## config.mk

```make
export PLATFORM = sky130hd
export DESIGN_NAME = stack_exec_seq
export DESIGN_NICKNAME = d
export VERILOG_FILES = /design/src/rtl/stack_exec_seq.sv
export SDC_FILE = /design/constraint.sdc
export NUM_CORES = 1
export LEC_CHECK = 0
export CORE_ASPECT_RATIO = 1.75
export CORE_MARGIN = 2
export CORE_UTILIZATION = 52
export DETAILED_ROUTE_END_ITERATION = 6
export GPL_TIMING_DRIVEN = 0
export PLACE_DENSITY_LB_ADDON = 0.05
export SLEW_MARGIN = 15
export SYNTH_ARGS = -nofsm -noshare
export SYNTH_HDL_FRONTEND = slang
export SYNTH_SLANG_ARGS = --single-unit
```

## constraint.sdc

```tcl
create_clock -name clk -period 3 [get_ports clk]
set_input_delay 0.3 -clock clk [delete_from_list [all_inputs] [get_ports clk]]
set_output_delay 0.3 -clock clk [all_outputs]
set_load 0.05 [all_outputs]
```

## src/rtl/stack_exec_seq.sv

```systemverilog
// Execution sequencer for the 16-bit stack-machine ALU: owns TOS/NEXT and a
// spill stack, accepts stack commands over valid/ready and writes ALU results back.
module stack_exec_seq #(
    parameter int WIDTH = 16,
    parameter int DEPTH = 16,
    parameter int CNT_W = 5
) (
    input  logic             clk,
    input  logic             rst_n,
    input  logic             cmd_valid,
    output logic             cmd_ready,
    input  logic [2:0]       cmd_op,
    input  logic [3:0]       cmd_sel,
    input  logic [WIDTH-1:0] cmd_imm,
    output logic [WIDTH-1:0] alu_tos,
    output logic [WIDTH-1:0] alu_next,
    output logic [3:0]       alu_select,
    input  logic [WIDTH-1:0] alu_o_tos,
    input  logic [WIDTH-1:0] alu_o_next,
    output logic [WIDTH-1:0] tos,
    output logic [WIDTH-1:0] next,
    output logic [CNT_W-1:0] depth,
    output logic             done,
    output logic             err,
    output logic [1:0]       err_code
);

    localparam int CAP  = DEPTH + 2;
    localparam int SP_W = $clog2(DEPTH + 1);
    localparam int AW   = (DEPTH > 1) ? $clog2(DEPTH) : 1;

    typedef enum logic {
        IDLE,
        EXEC
    } state_t;

    typedef enum logic [2:0] {
        OP_NOP      = 3'b000,
        OP_PUSH     = 3'b001,
        OP_DROP     = 3'b010,
        OP_DUP      = 3'b011,
        OP_SWAP     = 3'b100,
        OP_ALU_POP  = 3'b101,
        OP_ALU_KEEP = 3'b110,
        OP_RSVD     = 3'b111
    } op_t;

    localparam logic [1:0] ERR_UNDER = 2'b01;
    localparam logic [1:0] ERR_OVER  = 2'b10;
    localparam logic [1:0] ERR_RSVD  = 2'b11;

    state_t           state_q, state_d;
    op_t              op_q;
    logic [3:0]       sel_q;
    logic [WIDTH-1:0] imm_q;
    logic [WIDTH-1:0] tos_q, tos_d;
    logic [WIDTH-1:0] next_q, next_d;
    logic [CNT_W-1:0] depth_q, depth_d;
    logic [SP_W-1:0]  sp_q, sp_d;
    logic             done_q, done_d;
    logic             err_q, err_d;
    logic [1:0]       err_code_q, err_code_d;

    logic [WIDTH-1:0] spill_q [DEPTH];
    logic             spill_we;
    logic [AW-1:0]    spill_wr_idx;
    logic [AW-1:0]    spill_rd_idx;
    logic [WIDTH-1:0] spill_rd;

    logic       accept;
    logic       has_room, ge1, ge2, ge3;
    logic [1:0] chk_code;

    assign has_room     = depth_q < CNT_W'(CAP);
    assign ge1          = depth_q != '0;
    assign ge2          = depth_q >= CNT_W'(2);
    assign ge3          = depth_q >= CNT_W'(3);
    assign accept       = cmd_valid && (state_q == IDLE);
    assign spill_wr_idx = sp_q[AW-1:0];
    assign spill_rd_idx = AW'(sp_q - SP_W'(1));
    assign spill_rd     = spill_q[spill_rd_idx];

    // Depth legality is judged against the depth seen on the accept edge.
    always_comb begin
        chk_code = '0;
        case (cmd_op)
            OP_PUSH:              if (!has_room) chk_code = ERR_OVER;
            OP_DUP: begin
                if (!ge1)           chk_code = ERR_UNDER;
                else if (!has_room) chk_code = ERR_OVER;
            end
            OP_DROP, OP_ALU_KEEP: if (!ge1) chk_code = ERR_UNDER;
            OP_SWAP, OP_ALU_POP:  if (!ge2) chk_code = ERR_UNDER;
            OP_RSVD:              chk_code = ERR_RSVD;
            default:              chk_code = '0;
        endcase
    end

    always_ff @(posedge clk or negedge rst_n) begin
        if (!rst_n) state_q <= IDLE;
        else        state_q <= state_d;
    end

    always_comb begin
        state_d = state_q;
        case (state_q)
            IDLE:    if (accept && chk_code == '0) state_d = EXEC;
            EXEC:    state_d = IDLE;
            default: state_d = IDLE;
        endcase
    end

    always_comb begin
        cmd_ready = (state_q == IDLE);
    end

    always_comb begin
        tos_d      = tos_q;
        next_d     = next_q;
        depth_d    = depth_q;
        sp_d       = sp_q;
        spill_we   = 1'b0;
        done_d     = 1'b0;
        err_d      = 1'b0;
        err_code_d = err_code_q;
        if (accept && chk_code != '0) begin
            err_d      = 1'b1;
            err_code_d = chk_code;
        end
        if (state_q == EXEC) begin
            done_d = 1'b1;
            case (op_q)
                OP_PUSH, OP_DUP: begin
                    // NEXT only spills once it holds a live entry.
                    if (ge2) begin
                        spill_we = 1'b1;
                        sp_d     = sp_q + SP_W'(1);
                    end
                    next_d  = tos_q;
                    tos_d   = (op_q == OP_PUSH) ? imm_q : tos_q;
                    depth_d = depth_q + CNT_W'(1);
                end
                OP_DROP, OP_ALU_POP: begin
                    tos_d = (op_q == OP_DROP) ? next_q : alu_o_tos;
                    if (ge3) begin
                        next_d = spill_rd;
                        sp_d   = sp_q - SP_W'(1);
                    end else begin
                        next_d = '0;
                    end
                    depth_d = depth_q - CNT_W'(1);
                end
                OP_SWAP: begin
                    tos_d  = next_q;
                    next_d = tos_q;
                end
                OP_ALU_KEEP: begin
                    tos_d  = alu_o_tos;
                    next_d = alu_o_next;
                end
                default: ;
            endcase
        end
    end

    always_ff @(posedge clk or negedge rst_n) begin
        if (!rst_n) begin
            op_q       <= OP_NOP;
            sel_q      <= '0;
            imm_q      <= '0;
            tos_q      <= '0;
            next_q     <= '0;
            depth_q    <= '0;
            sp_q       <= '0;
            done_q     <= 1'b0;
            err_q      <= 1'b0;
            err_code_q <= '0;
        end else begin
            if (accept && chk_code == '0) begin
                op_q  <= op_t'(cmd_op);
                sel_q <= cmd_sel;
                imm_q <= cmd_imm;
            end
            tos_q      <= tos_d;
            next_q     <= next_d;
            depth_q    <= depth_d;
            sp_q       <= sp_d;
            done_q     <= done_d;
            err_q      <= err_d;
            err_code_q <= err_code_d;
        end
    end

    always_ff @(posedge clk) begin
        if (spill_we) spill_q[spill_wr_idx] <= next_q;
    end

    assign alu_tos    = tos_q;
    assign alu_next   = next_q;
    assign alu_select = sel_q;
    assign tos        = tos_q;
    assign next       = next_q;
    assign depth      = depth_q;
    assign done       = done_q;
    assign err        = err_q;
    assign err_code   = err_code_q;

endmodule

```

* Yosys cells after proc, flatten, opt, wreduce, memory -nomap -nowiden
Memory sizes are Yosys's and may differ from the RTL's.
Cells that the tools add are included.
** Word-level totals
- Register bits :: 70
- RAM bits :: 256
- Input port bits :: 58
- Output and inout bits :: 78
- Logic and storage cells :: 77
- Memories kept :: 1
** Memory list
- spill_q :: words 16, bits a word 16, read ports 1, clocked after memory_dff 0, wr ports 1, RTL line 64 : logic [WIDTH-1:0] spill_q [DEPTH];
** Cells by class
- Add/sub/neg operators :: 4
- Order comparisons :: 3
- Equal/unequal tests :: 16
- Muxes and demuxes :: 23
- Bitwise logic cells :: 1
- Reductions and logical operators :: 18
** Operator list (count)
- one-hot mux 16 bit (4 select lines) :: 1
- 2-to-1 mux 16 bit :: 3
- one-hot mux 16 bit (3 select lines) :: 1
- equality test 3 bit, second input constant :: 7
- one-hot mux 5 bit (2 select lines) :: 2
- equality test 3 x 2 -> 1 bit, second input constant :: 4
- adder 5 x 1 -> 5 bit, second input constant :: 2
- greater-or-equal comparator 5 x 2 -> 1 bit, second input constant :: 2
- 2-to-1 mux 1 bit :: 10
- 2-to-1 mux 5 bit :: 2
- one-hot mux 2 bit (5 select lines) :: 1
- subtractor 5 x 1 -> 5 bit, second input constant :: 2
- OR reduction 2 bit :: 4
- equality test 3 x 1 -> 1 bit, second input constant :: 2
- inequality test 2 bit, second input constant :: 3
- < comparator 5 bit, second input constant :: 1
- nonzero test 5 bit :: 1
- 2-to-1 mux 2 bit :: 2
- AND reduction 2 bit :: 2
- AND reduction 4 bit :: 1
- nonzero test 2 bit :: 2
- nonzero test 4 bit :: 1
- logical AND 1 bit :: 3
- AND reduction 3 bit :: 1
- 5 further kinds :: 5

* Depth between registers and ports, before layout
Gate-level depths: netlist (run 1).
- Depth after elaboration :: 8
- Depth in mapped cells :: 11
- Gate-level depth less buffers :: 9

* Least setup slack after synthesis (run 1)
Ideal clock, no wire load.
- Path type :: reg-to-reg
- Start :: register depth_q[1], in the netlist depth[1]
- End :: memory spill_q[0][0] (enable)
- Library setup time :: 0.409 ns
- Arrival time :: 2.561 ns
- Required time :: 2.591 ns
- Setup slack :: 0.030 ns
- Cell stages (with the launch flop) :: 5
- Path buffers :: 0
- Period minus slack after synthesis :: 2.970 ns
- Path through :: dfrtp_1 > nor4_1 > nor4_1 > nand2_1 > nor3_1
** Between the ends
- Word-level cells in the longest chain between the ends :: 6
** Ends and longest elaborated chain
- start: declaration :: RTL line 58 : logic [CNT_W-1:0] depth_q, depth_d;
- start signal: assignment :: RTL line 186 : depth_q <= depth_d;
- greater-or-equal comparator 5 x 2 -> 1 bit :: RTL line 76 : assign ge2 = depth_q >= CNT_W'(2);
- 2-to-1 mux 1 bit :: RTL line 135 : if (ge2) begin
- 2-to-1 mux 1 bit :: RTL line 132 : case (op_q)
- 2-to-1 mux 1 bit :: RTL line 130 : if (state_q == EXEC) begin
- 2-to-1 mux 1 bit :: RTL line 195 : if (spill_we) spill_q[spill_wr_idx] <= next_q;
- 2-to-1 mux 1 bit (not written as such) :: RTL line 195
- end: declaration :: RTL line 64
Every way passes these cells.

* Worst setup path after layout (run 1)
- Start :: register sp_q[0]
- End :: register next_q[8], in the netlist alu_next[8]
** Between the ends
- Word-level cells in the longest chain between the ends :: 4
** Ends and longest elaborated chain
- start: declaration :: RTL line 59 : logic [SP_W-1:0] sp_q, sp_d;
- start signal: assignment :: RTL line 187 : sp_q <= sp_d;
- subtractor 5 x 1 -> 5 bit
- memory (16 x 16 bit)
- 2-to-1 mux 16 bit :: RTL line 145 : if (ge3) begin
- one-hot mux 16 bit (3 select lines) :: RTL line 132
- end signal: assignment :: RTL line 185 : next_q <= next_d;
- end: declaration :: RTL line 57 : logic [WIDTH-1:0] next_q, next_d;
Every way passes these cells.
A chain may end at the register's enable or synchronous reset.

==> results.json, run 1 <==
{
  "grtUsageMet2_pct": 43.6,
  "hpwlAfterDp_mm": 24.6,
  "die_h_um": 225,
  "p_comb_share_pct": 50.3,
  "vias_per_cell": 5.70,
  "p_sw_mw": 8.60,
  "synthSimpleGateAreaFrac_pct": 5.66,
  "yosys_most_used_dff": "edfxtp_1",
  "setup_viol": 0,
  "regToRegSetupSlack_ns": 0.17,
  "crit_chain": "inv_2 -> buf_6 -> ha_4 -> xor2_4 -> buf_12 -> buf_8 -> mux4_1 -> mux2_2 -> nand2_1 -> a41oi_2",
  "ctsRootBufferMaster": "clkbuf_16",
  "route.detailed.drc": 0,
  "clock_latency_ns": 0.56,
  "internal_power_mw": 12.6,
  "clkPwrFrac_pct": 17.1,
  "ys_seq_area_share_pct": 64.7,
  "drv_slew": 0,
  "r2r_start": "sp_q[0]",
  "crit_family": "multiplexers",
  "vias": 8465,
  "worstMarginPinSlew_ns": 0.803,
  "drive_gt1_share_pct": 21.9,
  "ys_ff_latch": 325,
  "path_clk_slew_ns": 0.07,
  "leakage_nw": 6.19,
  "fin_setup_tns_ns": 0,
  "cts_sinks": 325,
  "critical_path.slowest_cell": "mux4_1",
  "die_w_um": 130,
  "fmax_ghz": 0.353,
  "p_seq_share_pct": 32.6,
  "skew_ns": 0.0148,
  "power_density_mw_per_mm2": 1200,
  "antenna_left": 0,
  "final_cells": 1485,
  "first_pass_iters": 5,
  "grt_pass1_wl_mm": 51.6,
  "critPathMaxFanout": 11,
  "path_buf_inv": 4,
  "hp-class": "in -> async",
  "fin_crit_ns": 2.83,
  "antenna_found_initial": 0,
  "globalplace.congestion": 0.866,
  "yosysUniqueCellTypes": 46,
  "max_cap_violations": 0,
  "synth_xor_area_share_pct": 0.852,
  "met3_usage_pct": 2.97,
  "outcome": "completed",
  "cts_made_buffers": 28,
  "overflow": 0,
  "path_class": "reg -> reg",
  "ioPinCount": 136,
  "synthAdderAreaFrac_pct": 0.740,
  "timing.final.crit_share_pct": 94.5,
  "start_util_pct": 52.4,
  "grt_busiest_layer": "met2",
  "nets": 1157,
  "slew_headroom_pct": 46.4,
  "holdWs_ns": 0.261,
  "synth-compound-area-share_pct": 7.04,
  "slowest_delay_ns": 0.58,
  "cts_max_level": 1,
  "drt_wl_total_mm": 34.0,
  "yosysWarnings": 0,
  "wl_per_cell_um": 22.9,
  "rows": 81,
  "syn_area_mm2": 0.0145,
  "finalHoldViolations": 0,
  "grt_pass1_vias": 8814,
  "io_buffers": 135,
  "core_mm2": 0.0278,
  "p_sw_share_pct": 40.6,
  "r2r_end": "alu_next[8]",
  "synth_area_per_cell_um2": 16.1,
  "critPathRequiredTime_ns": 3.39,
  "synth_area_leaders": "edfxtp_1, dfrtp_1, mux4_1",
  "area_growth_pct": 21.2,
  "synthArstFlopShare_pct": 21.2,
  "syn_nets": 969,
  "dp_cells": 1432,
  "clock_path_buffers": 3,
  "antenna_cells": 0,
  "use_met1_pct": 28.2,
  "synth.largest_area_cell": "edfxtp_1",
  "worst_ep_arrival_time_ns": 3.22,
  "grt_max_degree": 40,
  "end_kind": "register",
  "drtIter0Drc": 485,
  "dieArea_mm2": 0.0294,
  "rsz0062_at_grt": "no",
  "synth_top_family_by_area": "multiplexers",
  "synth_top_area_share_pct": 52.9,
  "grtUsageTotal_pct": 23.9,
  "synthCells": 903,
  "ir_drop_mv": 0.766,
  "cts_tree": "yes",
  "synth-edff-count": 256,
  "worst_setup_path_start_kind": "register",
  "rr_worst_depth": 10,
  "muxShareOfSynthArea_pct": 16.7
}
how the worst max path moves through the flow:
stage                     startpoint  slack [ns]        endpoint  cells after the start
after floorplan             depth[1]        0.03   spill_q[0][0]                      4
after global placement       op_q[2]       -1.62   spill_q[0][7]                      5
after detailed placement     sp_q[0]       -0.66     alu_next[8]                     10
after CTS                    sp_q[0]       0.001     alu_next[8]                     10
after global routing         op_q[2]      0.0009  spill_q[0][10]                      7
final                        sp_q[0]        0.17     alu_next[8]                     10
cells by family after synthesis:
| group | Yosys count |
|---|---|
| XOR/XNOR | 12 |
| AND/OR/NAND/NOR | 191 |
| AO/OA/AOI/OAI | 132 |
| multiplexers | 139 |
| adder cells (fa/ha/maj) | 8 |
| flip-flops | 325 |
| buffers and inverters | 96 |
power groups by stage:
stage	clock, mW	sequential, mW	combinational, mW
after floorplan	0	7.57	6.64
after global placement	0	6.90	10.4
after detailed placement	0	6.96	10.6
after CTS	3.68	6.89	10.7
after global routing	3.84	7.04	11.3
final	3.61	6.90	10.6
cells in the final DEF (no fill, tap or decap), drive strengths merged, types with 21 or more instances in the layout:
master	instances
edfxtp	256
clkdlybuf4s50	134
nand2	92
buf	79
clkbuf	71
dfrtp	69
mux4	64
mux2	57
o21ai	53
nor2	49
nor3	22
a21oi	21
routing by layer:
layer	up-vias	wire, um
li1	3875	-
met5	-	0
met3	74	1550
met2	270	18400
met4	0	1400
met1	4246	12600
flip-flops by register name, indices dropped and copies added (netlist names):
register	cells
err_code	2
err	1
done	1
state_q	1
depth	5
alu_tos	16
sp_q	4
alu_next	16
alu_select	4
spill_q	256
imm_q	16
op_q	3
Yosys cell counts (7+ instances only):
cell type,n
edfxtp_1,256
nand2_1,92
dfrtp_1,69
mux2_2,57
o21ai_0,52
nor2_1,48
mux4_1,45
buf_4,32
clkbuf_1,30
nor3_1,22
a21oi_1,21
mux4_2,19
nand2b_1,19
mux2i_1,18
a41oi_2,16
o221ai_1,16
a221o_1,14
buf_2,13
ha_1,7
metrics by stage:
step                      total power [mW]  cell area, um2  util [%]  worst slack, ns
after detailed placement              17.5           16600      59.9           -0.662
final                                 21.2           17600      63.5            0.166
after global placement                17.4           16400      58.9            -1.62
after floorplan                       14.2           14500         -           0.0298
after CTS                             21.3           17600      63.4         0.000961
after global routing                  22.2           17600      63.5         0.000933
worst register-to-register path, delay by kind of cell (launching register included):
kind	cells	cell delay [ns]
muxes	2	0.91
buffers and inverters	4	0.68
DFF	1	0.49
adders and majority gates	1	0.20
xor gates and xnor gates	1	0.18
AOI/OAI and AO/OA	1	0.13
and+or+nand+nor	1	0.09
repair_timing:
action / CTS / global route
endpoints found under the hold margin: 38 / 0
buffers inserted: 2 / 0
setup endpoints to repair: 23 / 14
gates resized for setup: 8 / 3
pin swaps: 1 / 0
hold buffers: 1 / 0
final cells by class:
| class | instances | area (um2) |
|---|---|---|
| Multi-Input combinational cell | 482 | 4590 |
| Clock buffer | 37 | 754 |
| Inverter | 6 | 22.5 |
| Buffer | 89 | 601 |
| Timing Repair Buffer | 159 | 1620 |
| Fill cell | 2158 | 10100 |
| Clock inverter | 14 | 154 |
| Tap cell | 373 | 467 |
| Sequential cell | 325 | 9420 |
No activity file was read; power rests on OpenSTA's default activity.
==> run 2: changes to the inputs <==
CORE_ASPECT_RATIO = unset   (was 1.75)
SLEW_MARGIN = unset   (was 15)
==> results.json, run 2 (same netlist as run 1, synthesis figures left out) <==
{
  "drv_slew": 0,
  "worst_setup_path_start_kind": "register",
  "path_class": "reg -> reg",
  "clock_latency_ns": 0.51,
  "r2r_start": "sp_q[0]",
  "wl_per_cell_um": 24.0,
  "fmax_ghz": 0.341,
  "vias_per_cell": 5.73,
  "vias": 8612,
  "power_density_mw_per_mm2": 1220,
  "antenna_left": 0,
  "largest-register": "spill_q",
  "skew_ns": 0.00685,
  "max_cap_violations": 0,
  "grtUsageTotal_pct": 25.3,
  "multi_input_area_mm2": 0.00460,
  "globalplace.congestion": 0.853,
  "rows": 61,
  "ctsRootBufferMaster": "clkbuf_16",
  "grt_pass1_vias": 8734,
  "r2r_end": "alu_next[6]",
  "die_w_um": 171,
  "fillers": 2066,
  "leakage_nw": 6.26,
  "dpl_worst_slack_ns": -0.666,
  "cts_made_buffers": 35,
  "die_h_um": 171,
  "antenna_cells": 0,
  "first_pass_iters": 4,
  "final_util_pct": 64.5,
  "hp-class": "in -> async",
  "core_mm2": 0.0276,
  "cts_max_level": 2,
  "route.detailed.drc": 0,
  "finalHoldViolations": 0,
  "ioPinCount": 136,
  "clock_path_buffers": 3,
  "timing.final.crit_share_pct": 97.7,
  "design_area_mm2": 0.0178,
  "worst_ep_arrival_time_ns": 3.28,
  "path_clk_slew_ns": 0.06,
  "setup_viol": 0,
  "worstMarginPinSlew_ns": 1.03,
  "outcome": "completed",
  "regToRegSetupSlack_ns": 0.07,
  "start_util_pct": 52.6,
  "final_common_cell": "edfxtp_1",
  "holdWs_ns": 0.179,
  "hpwlAfterDp_mm": 24.9,
  "drt_wl_total_mm": 36.1,
  "io_buffers": 135,
  "cts_tree": "yes",
  "critPathMaxFanout": 11,
  "final_cell_mix": "edfxtp_1, clkdlybuf4s50_1, nand2_1",
  "register_area_mm2": 0.00942,
  "area_growth_pct": 22.6,
  "slew_headroom_pct": 31.5,
  "ir_drop_mv": 0.815,
  "end_kind": "register",
  "grt_max_degree": 67,
  "drtIter0Drc": 677,
  "dieArea_mm2": 0.0293,
  "fin_crit_ns": 2.93,
  "dpl-instance-area_mm2": 0.0167,
  "critPathRequiredTime_ns": 3.35,
  "grt_pass1_wl_mm": 53.5,
  "antenna_found_initial": 1,
  "setup_slack_ns": 0.0701,
  "totalPowerFinal_mw": 21.8,
  "rr_worst_depth": 10,
  "nets": 1167,
  "overflow": 0,
  "rsz0062_at_grt": "no",
  "largest_reg_flops": 256,
  "cts_sinks": 325,
  "drive_gt1_share_pct": 22.4
}
-- run 2: metrics by stage --
step,std cells,setup TNS (ns)
after floorplan,903,0
after detailed placement,1434,-18.49
after global routing,1504,0
after CTS,1500,0
after global placement,1416,-275.85
final,1504,0
-- run 2: area by class of cell --
cell class / instances / area share [%]
Buffer: 89 / 3.36
Clock buffer: 48 / 5.24
Clock inverter: 14 / 0.414
Inverter: 6 / 0.140
Multi-Input combinational cell: 482 / 25.8
Sequential cell: 325 / 52.8
Tap cell: 378 / 2.65
Timing Repair Buffer: 162 / 9.51
-- run 2: worst max path at each step --
stage                     slack, ns      from  cells after the start             to
after floorplan                0.03  depth[1]                      4  spill_q[0][0]
after global placement        -1.58   op_q[2]                      5  spill_q[2][7]
after detailed placement      -0.67   sp_q[0]                     10    alu_next[6]
after CTS                      0.01   sp_q[0]                     10    alu_next[6]
after global routing          0.008   sp_q[0]                     11    alu_next[9]
final                          0.07   sp_q[0]                     10    alu_next[6]
-- run 2: repair_timing --
action                     in CTS  in global routing
pin swaps                       1                  0
gates resized for setup        10                  4
gates cloned                    0                  0
setup endpoints to repair      92                 34
hold buffers                    1                  0
setup buffers                   4                  4
hold endpoints to repair       69                  0
-- run 2: power by group --
part	switching, mW	total [mW]	internal (mW)
clock	1.66	3.84	2.18
combinational	6.11	10.8	4.74
sequential	1.24	7.11	5.87
total	9.00	21.8	12.8
-- run 2: per-layer routing --
layer	global-route usage (%)	up-vias	wire [um]
met3	4.97	80	2290
li1	-	3917	-
met2	39.4	309	16600
met1	35.1	4304	15600
met4	10.8	2	1600
met5	0	-	13
-- run 2: critical path: stages (launching register included) --
cell,delay [ns]
dfrtp_2,0.46
inv_4,0.12
buf_6,0.16
ha_2,0.26
xor2_4,0.19
buf_12,0.15
buf_6,0.16
mux4_1,0.65
mux2_2,0.33
nand2_1,0.14
a41oi_2,0.12
==> run 3: changes to the inputs <==
CORE_MARGIN = unset   (was 2)
==> results.json, run 3 (same netlist as run 1, synthesis figures left out) <==
{
  "outcome": "completed",
  "cts_max_level": 2,
  "largest-register": "spill_q",
  "fin_setup_tns_ns": 0,
  "clock_latency_ns": 0.50,
  "final_cells": 1492,
  "rows": 60,
  "antenna_found_initial": 0,
  "area_growth_pct": 22.4,
  "power_density_mw_per_mm2": 1230,
  "drt_wl_total_mm": 35.5,
  "die_w_um": 169,
  "max_cap_violations": 0,
  "ctsRootBufferMaster": "clkbuf_16",
  "drv_slew": 0,
  "globalplace.congestion": 0.889,
  "slew_headroom_pct": 30.1,
  "grtUsageTotal_pct": 25.4,
  "hp-class": "in -> async",
  "end_kind": "register",
  "vias_per_cell": 5.76,
  "dpl-instance-area_mm2": 0.0167,
  "worstMarginPinSlew_ns": 1.05,
  "wl_per_cell_um": 23.8,
  "nets": 1161,
  "dieArea_mm2": 0.0286,
  "first_pass_iters": 5,
  "grt_pass1_vias": 8628,
  "skew_ns": 0.0130,
  "grt_pass1_wl_mm": 53.1,
  "io_buffers": 135,
  "start_util_pct": 53.5,
  "worst_setup_path_start_kind": "register",
  "vias": 8595,
  "cts_made_buffers": 35,
  "cts_tree": "yes",
  "timing.final.crit_share_pct": 97.0,
  "ioPinCount": 136,
  "finalHoldViolations": 0,
  "hpwlAfterDp_mm": 24.5,
  "largest_reg_flops": 256,
  "clock_path_buffers": 3,
  "grt_max_degree": 68,
  "design_area_mm2": 0.0178,
  "final_cell_mix": "edfxtp_1, clkdlybuf4s50_1, nand2_1",
  "route.detailed.drc": 0,
  "die_h_um": 169,
  "drtIter0Drc": 598,
  "cts_sinks": 325,
  "leakage_nw": 6.24,
  "setup_viol": 0,
  "final_common_cell": "edfxtp_1",
  "critPathRequiredTime_ns": 3.34,
  "path_class": "reg -> reg",
  "antenna_left": 0,
  "rsz0062_at_grt": "no",
  "path_clk_slew_ns": 0.06,
  "critPathMaxFanout": 11,
  "drive_gt1_share_pct": 21.7,
  "dp_cells": 1428,
  "overflow": 0,
  "worst_ep_arrival_time_ns": 3.26,
  "antenna_cells": 0,
  "ir_drop_mv": 0.800,
  "fmax_ghz": 0.344,
  "core_mm2": 0.0272,
  "fin_crit_ns": 2.91
}
run 3: cell count changes in the layout (fill, tap and decap cells not counted), moves of 2 or more:
cell	change
clkbuf_1	+3
buf_4	-6
clkinv_2	-5
buf_8	-2
run 3: per-layer routing:
layer / part of all wire (%) / track usage, %
met3: 6.7 / 4.10
met2: 47 / 40.4
met5: 0 / 0
met1: 43 / 35.4
met4: 3.7 / 10.1
run 3: worst max-delay path, cell delays in order, from the launching register on:
cell,delay [ns]
dfrtp_2,0.48
inv_2,0.16
buf_6,0.19
ha_4,0.19
xor2_4,0.18
buf_12,0.15
buf_6,0.18
mux4_1,0.64
mux2_2,0.32
nand2_1,0.14
a41oi_2,0.12
run 3: area by class of cell:
cell class / instances / area (um2)
Clock buffer: 51 / 946
Buffer: 89 / 599
Fill cell: 1986 / 9370
Sequential cell: 325 / 9420
Timing Repair Buffer: 156 / 1670
Inverter: 6 / 22.5
Multi-Input combinational cell: 482 / 4610
Tap cell: 372 / 465
Clock inverter: 11 / 83.8
run 3: report_power, final:
part	total, mW	switching, mW	internal (mW)
clock network	3.93	1.65	2.28
logic	10.8	6.07	4.72
registers	7.10	1.23	5.87
total	21.8	8.95	12.9
run 3: metrics by stage:
stage / setup WS (ns) / util, % / hold slack, ns / total power [mW]
final: 0.0888 / 65.5 / 0.141 / 21.8
after global routing: 0.00362 / 65.5 / 0.141 / 22.8
after CTS: 0.0486 / 65.5 / 0.116 / 21.9
after detailed placement: -0.647 / 61.4 / 0.108 / 17.8
after global placement: -1.50 / 60.2 / 0.444 / 17.6
after floorplan: 0.0298 / - / 0.00441 / 14.2
run 3: final timing paths:
| check | slack [ns] | endpoint | startpoint | depth (start not counted) |
|---|---|---|---|---|
| max | 0.09 | alu_next[7] | sp_q[0] | 10 |
| min | 0.14 | alu_select[2] | rst_n | 2 |
| max reg2reg | 0.09 | alu_next[7] | sp_q[0] | 10 |
| min reg2reg | 0.43 | done | state_q | 0 |
| max in group asynchronous | 2.32 | sp_q[0] | rst_n | 3 |
| min in group clk | 0.41 | alu_select[3] | cmd_sel[3] | 2 |
run 3: repair_timing:
| item | CTS | global route |
|---|---|---|
| pin swaps | 1 | 0 |
| endpoints found under the hold margin | 69 | 0 |
| endpoints found under the setup margin | 43 | 10 |
| hold buffers | 1 | 0 |
| resized for setup | 11 | 3 |
| setup buffers | 2 | 0 |
